**src/rtl/val_pkg.sv**
```systemverilog
// Shared constants and helpers for the VAL input conditioner.
// Latency: n/a (compile-time only).
// Backpressure: n/a.
package val_pkg;

  localparam int DEFAULT_WIDTH = 4;

  // Smallest r with 2**r >= value; used to size the per-bit debounce counter.
  function automatic int clog2(input int value);
    int r;
    r = 0;
    for (int i = 0; i < 31; i++) begin
      if ((1 << i) < value) r = i + 1;
    end
    return r;
  endfunction

endpackage

```
**src/rtl/val_debouncer_if.sv**
```systemverilog
// Groups the raw switch inputs and the conditioned VAL/RISE/FALL/CHANGED outputs.
// Latency: n/a (wiring only).
// Backpressure: none; outputs are free-running levels and pulses.
// Ports: raw_in (to conditioner), val/rise/fall (per bit), changed (any event).
interface val_debouncer_if #(
  parameter int WIDTH = val_pkg::DEFAULT_WIDTH
);

  logic [WIDTH-1:0] raw_in;
  logic [WIDTH-1:0] val;
  logic [WIDTH-1:0] rise;
  logic [WIDTH-1:0] fall;
  logic             changed;

  // master: the switch side / consumer; slave: the conditioner itself.
  modport master (output raw_in, input val, rise, fall, changed);
  modport slave  (input raw_in, output val, rise, fall, changed);

endinterface

```
**src/rtl/debounce_bit.sv**
```systemverilog
// One-bit conditioner: two-flop synchroniser, counter debounce, rise/fall pulses.
// Latency: VAL follows a stable RAW change DEBOUNCE_CYCLES+2 edges after it is sampled.
// Backpressure: none; pulses last exactly one cycle.
// Ports: clk, rst (sync, active high), raw in; val, rise, fall registered outs;
//        evt_nxt is the combinational "pulse fires at the next edge" term for the top.
module debounce_bit
  import val_pkg::*;
#(
  parameter int DEBOUNCE_CYCLES = 4  // must be >= 1
) (
  input  logic clk,
  input  logic rst,
  input  logic raw,
  output logic val,
  output logic rise,
  output logic fall,
  output logic evt_nxt
);

  localparam int                   CNT_WIDTH = clog2(DEBOUNCE_CYCLES + 1);
  localparam logic [CNT_WIDTH-1:0] CNT_LAST  = CNT_WIDTH'(DEBOUNCE_CYCLES - 1);

  logic                 sync1;
  logic                 sync2;
  logic [CNT_WIDTH-1:0] cnt;
  logic                 differ;
  logic                 settle;
  logic                 rise_nxt;
  logic                 fall_nxt;

  // The bit is "pending" while the synchronised level disagrees with VAL;
  // it settles on the edge where the counter has already seen
  // DEBOUNCE_CYCLES-1 disagreeing edges.
  always_comb begin
    differ   = (sync2 != val);
    settle   = differ && (cnt == CNT_LAST);
    rise_nxt = settle &  sync2;
    fall_nxt = settle & ~sync2;
    evt_nxt  = settle;
  end

  always_ff @(posedge clk) begin
    if (rst) begin
      sync1 <= 1'b0;
      sync2 <= 1'b0;
      cnt   <= '0;
      val   <= 1'b0;
      rise  <= 1'b0;
      fall  <= 1'b0;
    end else begin
      sync1 <= raw;
      sync2 <= sync1;
      rise  <= rise_nxt;
      fall  <= fall_nxt;
      if (!differ) begin
        // Agreement (including a bounce back) discards any partial count.
        cnt <= '0;
      end else if (settle) begin
        val <= sync2;
        cnt <= '0;
      end else begin
        cnt <= cnt + CNT_WIDTH'(1);
      end
    end
  end

endmodule

```
**src/rtl/val_debouncer.sv**
```systemverilog
// WIDTH-bit input conditioner feeding the SUB stage VAL bus.
// Latency: DEBOUNCE_CYCLES+2 edges from a stable raw change to VAL/RISE/FALL/CHANGED.
// Backpressure: none; events are single-cycle pulses.
// Ports: clk, rst (sync, active high); bus.slave carries raw_in in and
//        val/rise/fall (per bit) plus changed (OR of all pulses) out.
module val_debouncer
  import val_pkg::*;
#(
  parameter int WIDTH           = DEFAULT_WIDTH,
  parameter int DEBOUNCE_CYCLES = 4
) (
  input  logic              clk,
  input  logic              rst,
  val_debouncer_if.slave    bus
);

  logic [WIDTH-1:0] raw_w;
  logic [WIDTH-1:0] val_w;
  logic [WIDTH-1:0] rise_w;
  logic [WIDTH-1:0] fall_w;
  logic [WIDTH-1:0] evt_w;
  logic             changed_q;

  assign raw_w       = bus.raw_in;
  assign bus.val     = val_w;
  assign bus.rise    = rise_w;
  assign bus.fall    = fall_w;
  assign bus.changed = changed_q;

  debounce_bit #(
    .DEBOUNCE_CYCLES(DEBOUNCE_CYCLES)
  ) inst_db[WIDTH-1:0] (
    .clk     (clk),
    .rst     (rst),
    .raw     (raw_w),
    .val     (val_w),
    .rise    (rise_w),
    .fall    (fall_w),
    .evt_nxt (evt_w)
  );

  // Registered from the per-bit next-state pulses so CHANGED lands in the
  // same cycle as RISE/FALL rather than one cycle behind them.
  always_ff @(posedge clk) begin
    if (rst) changed_q <= 1'b0;
    else     changed_q <= |evt_w;
  end

endmodule

```
**src/flat_wrapper.sv**
```systemverilog
// flat-port wrapper written by rule: the top's interface ports become plain ports
module val_debouncer_flat import val_pkg::*;
#(
  parameter int WIDTH           = DEFAULT_WIDTH,
  parameter int DEBOUNCE_CYCLES = 4
)
  (clk, rst, bus_raw_in, bus_val, bus_rise, bus_fall, bus_changed);
  val_debouncer_if #(.WIDTH(WIDTH)) bus_i ();
  input  logic clk;
  input  logic rst;
  input wire logic [$bits(bus_i.raw_in)-1:0] bus_raw_in;
  output wire logic [$bits(bus_i.val)-1:0] bus_val;
  output wire logic [$bits(bus_i.rise)-1:0] bus_rise;
  output wire logic [$bits(bus_i.fall)-1:0] bus_fall;
  output wire logic [$bits(bus_i.changed)-1:0] bus_changed;
  assign bus_i.raw_in = bus_raw_in;
  assign bus_val = bus_i.val;
  assign bus_rise = bus_i.rise;
  assign bus_fall = bus_i.fall;
  assign bus_changed = bus_i.changed;
  val_debouncer #(.WIDTH(WIDTH), .DEBOUNCE_CYCLES(DEBOUNCE_CYCLES)) u_core (.clk(clk), .rst(rst), .bus(bus_i));
endmodule
```
**config.mk**
```make
export PLATFORM = sky130hd
export DESIGN_NAME = val_debouncer_flat
export DESIGN_NICKNAME = d
export VERILOG_FILES = /design/src/rtl/val_pkg.sv /design/src/rtl/val_debouncer_if.sv /design/src/rtl/debounce_bit.sv /design/src/rtl/val_debouncer.sv /design/src/flat_wrapper.sv
export SDC_FILE = /design/constraint.sdc
export NUM_CORES = 1
export LEC_CHECK = 0
export ABC_CLOCK_PERIOD_IN_PS = 2100
export CORE_UTILIZATION = 58
export CTS_BUF_LIST = sky130_fd_sc_hd__clkbuf_2 sky130_fd_sc_hd__clkbuf_4 sky130_fd_sc_hd__clkbuf_8
export DETAILED_ROUTE_END_ITERATION = 8
export PLACE_DENSITY = 0.85
export SLEW_MARGIN = 10
export SYNTH_ARGS = -nofsm -noshare
export SYNTH_HDL_FRONTEND = slang
export SYNTH_SLANG_ARGS = --single-unit
```
**constraint.sdc**
```tcl
create_clock -name clk -period 2.1 [get_ports clk]
set_input_delay 0.42 -clock clk [delete_from_list [all_inputs] [get_ports clk]]
set_output_delay 0.42 -clock clk [all_outputs]
set_load 0.01 [all_outputs]
```
==> impl_metrics.yaml, run 1 <==
logic_synthesis:
  synth_xor_area_share_pct: 2.79
  synth_fa_ha_area_share_pct: 7.96
  ys_warn_count: 0
  synth_top_family_by_area: "simple AND/OR/NAND/NOR gates"
  netlist_top_cells_count: "dfxtp_1 (33), buf_4 (12), inv_1 (12), nor2_2 (12)"
  synth_mux_area_share_pct: 3.18
  synth_cell_types: 15
  synth.most_common_cell: "dfxtp_1"
  yosys.area.top_type: "dfxtp_1"
  synth_fp_nets: 128
  ys_ff_latch: 33
  syn_area_per_cell_um2: 11.0
  synthDominantCellAreaShare_pct: 52.5
  ys.flop_type: "dfxtp_1"
  synth_seq_area_share_pct: 52.5
  async_flop_share_pct: 0
  synth_edf_count: 0
  syn_inst: 114
  yosys.area_share.simple_pct: 20.3
  synth_area_leaders: "dfxtp_1 (53%), ha_1 (8.0%), buf_4 (7.2%)"
  synth_area_um2: 1260
  synth_compound_area_share_pct: 1.79
pwr:
  ir_drop_mv: 0.448
  powerDensity_nw_per_um2: 709
  combPwrFrac_pct: 3.6
  power.internal_uw: 827
  p_leak_nw: 0.522
  sequentialPowerShare_pct: 62.5
  clockPowerShare_pct: 33.9
  p_sw_share_pct: 19.3
  p_switching_uw: 198
  power_mw: 1.02
final_layout:
  n_fill_cell: 154
  seq_area_um2: 661
  area_growth_pct: 15.0
  antenna_cells: 0
  postLayoutCellArea_um2: 1450
  final_nets: 141
  drive_gt1_share_pct: 20.5
  multi_input_area_um2: 453
floorplan:
  num_rows: 16
  die_h_um: 48.6
  die_area_um2: 2360
  die_width_um: 48.6
  start_util_pct: 62.8
  io_pins: 19
  placeableCoreArea_um2: 2000
grt:
  grt_pass1_wl_um: 2970
  antenna_found_initial: 0
  grtUsageTotal_pct: 16.7
  grt-ovfl-total: 0
  grt_max_degree: 12
  grt_pass1_vias: 709
timing:
  skew_ns: 0.00692
  fmax_ghz: 0.578
  max_slew.worst_pin.slew_ns: 0.360
  hold_violations: 0
  rsz0062_at_grt: "no"
  final-setup-viol-count: 0
  slew_headroom_pct: 75.9
  worst_slack_ns: 0.370
  min_period_ns: 1.73
  slew_violations: 0
  fin_setup_tns_ns: 0
  fin_crit_sh_pct: 82.4
min_path:
  min_from: "u_core.inst_db[3].cnt[0]"
  hold_path_class: "reg2reg"
  min_to: "u_core.inst_db[3].cnt[0]"
  whs_path_depth: 1
clocking:
  cts_tree: "done"
  clock-root-buffer: "clkbuf_4"
  post-cts-setup-buffers: 0
  cts_buffers: 5
  cts.sinks: 33
  cts.htree.levels: 2
  clock_insertion_delay_worst_skew_ns: 0.31
  cts_resized: 0
  clkTransAtPathRegs_ns: 0.09
  clk_path_buf_depth: 2
  cts_hold_buf: 0
placement:
  dp_hpwl_um: 1240
  gp_congestion: 0.736
  dpl-instance-area_um2: 1390
  port_buffers: 18
  place_ws_ns: 0.450
drt:
  drc: 0
  ant_nets: 0
  routed_wl_um: 1550
  num_vias: 732
  post_drt_via_cell_ratio: 4.75
  drtPass1Iterations: 3
  drtIter0Drc: 5
  drt-wirelength-per-cell_um: 10.0
worst_setup_path:
  rrSetupSlack_ns: 0.74
  cp_slowest_cell: "clkdlybuf4s50_1"
  reg2reg_to: "u_core.inst_db[0].cnt[1]"
  path_class: "reg2out"
  cp.arrival_ns: 1.31
  critPathRequiredTime_ns: 1.68
  slowest_delay_ns: 0.57
  critPathLaunchType: "register"
  path_delay_family: "buffers and inverters"
  r2r_start: "u_core.inst_db[0].cnt[0]"
  crit_chain: "clkdlybuf4s50_1"
  ff2ff_path_depth: 4
  path_max_fanout: 5
  worst-path-buf-inv: 1
  cp-end-kind: "output port"
job:
  drv_cap: 0
run_status:
  status: "finished clean"
==> sequential cells by signal, indices dropped and copies added, names as in the netlist <==
register / flops
u_core.inst_db.rise: 4
u_core.inst_db.sync1: 4
u_core.inst_db.cnt: 12
u_core.bus.changed: 1
u_core.inst_db.sync2: 4
u_core.inst_db.fall: 4
u_core.inst_db.val: 4
==> power by group through the flow <==
stage	Combinational, mW	Sequential, mW	Clock [mW]
2_1_floorplan	0.0218	0.654	0
3_3_place_gp	0.0358	0.655	0
3_5_place_dp	0.0369	0.655	0
4_1_cts	0.0371	0.641	0.362
5_1_grt	0.0407	0.642	0.402
6_report	0.0367	0.640	0.348
==> final cells by class <==
| cell class | instances | area share (%) |
|---|---|---|
| clock buffer | 7 | 4.07 |
| inverter | 12 | 3.11 |
| multi-input combinational | 55 | 31.3 |
| sequential | 33 | 45.7 |
| tap | 27 | 2.34 |
| timing repair buffer | 20 | 13.5 |
==> worst max-delay path by stage <==
stage	start	to	slack, ns	depth (start not counted)
2_1_floorplan	u_core.inst_db[0].cnt[0]	u_core.inst_db[0].cnt[0]	0.85	4
3_3_place_gp	rst	u_core.inst_db[0].fall	0.49	3
3_5_place_dp	rst	u_core.inst_db[0].rise	0.45	3
4_1_cts	u_core.inst_db[3].val	bus_val[3]	0.35	1
5_1_grt	u_core.inst_db[3].val	bus_val[3]	0.32	1
6_report	u_core.inst_db[3].val	bus_val[3]	0.37	1
==> kinds of logic after synthesis <==
logic type,count (synthesis)
and+or+nand+nor,36
AOI/OAI and AO/OA,3
xor gates and xnor gates,4
DFF,33
muxes,4
adders and majority gates,8
buffers and inverters,26
==> routing by layer <==
metal / track usage, % / routed length (µm)
met3: 5.66 / 63
met2: 26.1 / 743
met4: 7.35 / 10
met5: 0 / 0
met1: 20.9 / 729
==> cells in the final DEF (no fill, tap or decap) <==
cell type | synthesis | layout
buf_4 | 12 | 2
clkbuf_8 | 0 | 1
clkbuf_4 | 0 | 6
ha_1 | 8 | 8
nor4b_1 | 8 | 8
nor2_1 | 4 | 4
nor2b_1 | 8 | 8
inv_1 | 12 | 12
clkdlybuf4s50_1 | 0 | 18
dfxtp_1 | 33 | 33
o22ai_1 | 2 | 2
o21ba_2 | 1 | 1
nor2_2 | 12 | 12
mux2i_1 | 4 | 4
or3_4 | 4 | 4
xnor2_1 | 4 | 4
==> through the flow <==
stage | hold WS (ns) | utilization, % | std cells
2_1_floorplan | 0.409 | - | 114
3_3_place_gp | 0.416 | 69.3 | 147
3_5_place_dp | 0.425 | 69.3 | 147
4_1_cts | 0.442 | 72.3 | 154
5_1_grt | 0.454 | 72.3 | 154
6_report | 0.438 | 72.3 | 154
No activity file was read; power rests on OpenSTA's default activity.
==> inputs of run 2 (changes only) <==
--- a/config.mk
+++ b/config.mk
@@ -5,11 +5,11 @@
 export SDC_FILE = /design/constraint.sdc
 export NUM_CORES = 1
 export LEC_CHECK = 0
-export ABC_CLOCK_PERIOD_IN_PS = 2100
-export CORE_UTILIZATION = 58
+export ABC_CLOCK_PERIOD_IN_PS = 1600
+export CORE_UTILIZATION = 54
 export CTS_BUF_LIST = sky130_fd_sc_hd__clkbuf_2 sky130_fd_sc_hd__clkbuf_4 sky130_fd_sc_hd__clkbuf_8
 export DETAILED_ROUTE_END_ITERATION = 8
-export PLACE_DENSITY = 0.85
+export PLACE_DENSITY = 0.8
 export SLEW_MARGIN = 10
 export SYNTH_ARGS = -nofsm -noshare
 export SYNTH_HDL_FRONTEND = slang
==> constraint.sdc (replaced) <==
create_clock -name clk -period 1.6 [get_ports clk]
set_input_delay 0.32 -clock clk [delete_from_list [all_inputs] [get_ports clk]]
set_output_delay 0.32 -clock clk [all_outputs]
set_load 0.01 [all_outputs]
==> impl_metrics.yaml, run 2 (synthesis results as in run 1) <==
floorplan:
  die_width_um: 50.3
  num_rows: 17
  io_pins: 19
  placeableCoreArea_um2: 2210
  die_h_um: 50.3
  die_area_um2: 2530
  start_util_pct: 56.8
worst_setup_path:
  worst-path-buf-inv: 1
  path_class: "reg2out"
  reg2reg_to: "u_core.inst_db[0].cnt[2]"
  r2r_start: "u_core.inst_db[0].cnt[0]"
  crit_chain: "clkdlybuf4s50_1"
  slowest_delay_ns: 0.54
  cp-end-kind: "output port"
  cp.arrival_ns: 1.24
  rrSetupSlack_ns: 0.26
  critPathLaunchType: "register"
  critPathRequiredTime_ns: 1.28
  cp_slowest_cell: "clkdlybuf4s50_1"
  path_delay_family: "buffers and inverters"
  path_max_fanout: 5
  ff2ff_path_depth: 4
drt:
  drtPass1Iterations: 4
  post_drt_via_cell_ratio: 4.75
  drtIter0Drc: 9
  num_vias: 732
  ant_nets: 0
  drt-wirelength-per-cell_um: 11.0
  routed_wl_um: 1700
  drc: 0
timing:
  skew_ns: 0.00412
  min_period_ns: 1.56
  final-setup-viol-count: 0
  rsz0062_at_grt: "no"
  max_slew.worst_pin.slew_ns: 0.320
  slew_violations: 0
  slew_headroom_pct: 78.4
  hold_violations: 0
  fin_setup_tns_ns: 0
  fin_crit_sh_pct: 97.4
  fmax_ghz: 0.642
grt:
  grtUsageTotal_pct: 16.2
  antenna_found_initial: 0
  grt_pass1_wl_um: 2870
  grt_max_degree: 26
  grt_pass1_vias: 695
  grt-ovfl-total: 0
placement:
  dp_hpwl_um: 1220
  dp.cells: 147
  gp_congestion: 0.699
  port_buffers: 18
min_path:
  whs_path_depth: 1
  hold_path_class: "reg2reg"
  min_from: "u_core.inst_db[3].cnt[0]"
  min_to: "u_core.inst_db[3].cnt[0]"
final_layout:
  largest_reg_flops: 12
  final_common_cell: "dfxtp_1"
  antenna_cells: 0
  layout_common_cells: "dfxtp_1 (29), clkdlybuf4s50_1 (15), inv_1 (12), nor2_2 (12)"
  top_register: "u_core.inst_db.cnt"
  final_nets: 140
  drive_gt1_share_pct: 23.0
  instances_no_fill: 154
  n_fill_cell: 188
  area_growth_pct: 16.5
clocking:
  cts_hold_buf: 0
  clkTransAtPathRegs_ns: 0.08
  post-cts-setup-buffers: 0
  cts_tree: "done"
  clock-root-buffer: "clkbuf_4"
  clock_insertion_delay_worst_skew_ns: 0.33
  cts.sinks: 33
  cts.htree.levels: 2
  clk_path_buf_depth: 2
  cts_buffers: 5
pwr:
  powerDensity_nw_per_um2: 933
  ir_drop_mv: 0.576
  p_leak_nw: 0.580
job:
  drv_cap: 0
run_status:
  status: "finished clean"
run 2: cell types whose count changed in the layout (fill, tap and decap cells not counted), sizes merged:
cell           delta
dlymetal6s2s      +3
clkdlybuf4s50     -3
buf               -1
run 2: layer usage:
layer	up-vias	part of all wire [%]	GRT usage (%)	wire [µm]
met3	5	5.4	6.36	92
met4	0	2.2	14.3	37
li1	380	-	-	-
met5	-	0	0	0
met1	330	44	17.6	747
met2	17	48	24.0	820
run 2: repair_timing:
item / CTS / global route
cloned: 0 / 0
gates resized for setup: 4 / 3
endpoints found under the setup margin: 4 / 3
run 2: layout make-up:
type	count	area (µm²)	share of cell area (%)
Sequential cell	33	666	45.4
Multi-Input combinational cell	55	453	30.9
Timing Repair Buffer	19	208	14.2
Clock buffer	7	58.8	4.01
Inverter	12	45.0	3.07
Tap cell	28	35.0	2.39
run 2: worst max-delay path by stage:
stage,from,end,slack [ns],cells past startpoint
global route,u_core.inst_db[3].val,bus_val[3],0.0001,1
global placement,rst,u_core.inst_db[3].cnt[0],0.12,4
finish,u_core.inst_db[3].val,bus_val[3],0.04,1
floorplan,u_core.inst_db[0].cnt[0],u_core.inst_db[0].cnt[0],0.35,4
detailed placement,rst,u_core.inst_db[3].cnt[2],0.11,4
CTS,u_core.inst_db[0].val,bus_val[0],0.03,1
run 2: where the power goes:
group          leakage (nW)  internal (mW)  switching (mW)
logic                 0.275         0.0299          0.0204
registers             0.270          0.833         0.00750
clock network        0.0348          0.224           0.252
total                 0.580           1.09           0.280
run 2: metrics by stage:
step	area [µm²]	hold WS (ns)	util, %	setup WS, ns	total power [mW]
3_5_place_dp	1390	0.420	63.0	0.110	0.911
2_1_floorplan	1260	0.392	-	0.346	0.887
3_3_place_gp	1390	0.418	63.0	0.124	0.908
6_report	1470	0.433	66.2	0.0422	1.37
4_1_cts	1460	0.433	65.9	0.0250	1.38
5_1_grt	1470	0.451	66.2	0.000147	1.43
==> inputs of run 3 (changes only) <==
--- a/config.mk
+++ b/config.mk
@@ -9,6 +9,7 @@
 export CORE_UTILIZATION = 54
 export CTS_BUF_LIST = sky130_fd_sc_hd__clkbuf_2 sky130_fd_sc_hd__clkbuf_4 sky130_fd_sc_hd__clkbuf_8
 export DETAILED_ROUTE_END_ITERATION = 8
+export HOLD_SLACK_MARGIN = 0.15
 export PLACE_DENSITY = 0.8
 export SLEW_MARGIN = 10
 export SYNTH_ARGS = -nofsm -noshare
==> results of run 3 <==
No change in the layout: final DEF, timing and power equal those of run 2.
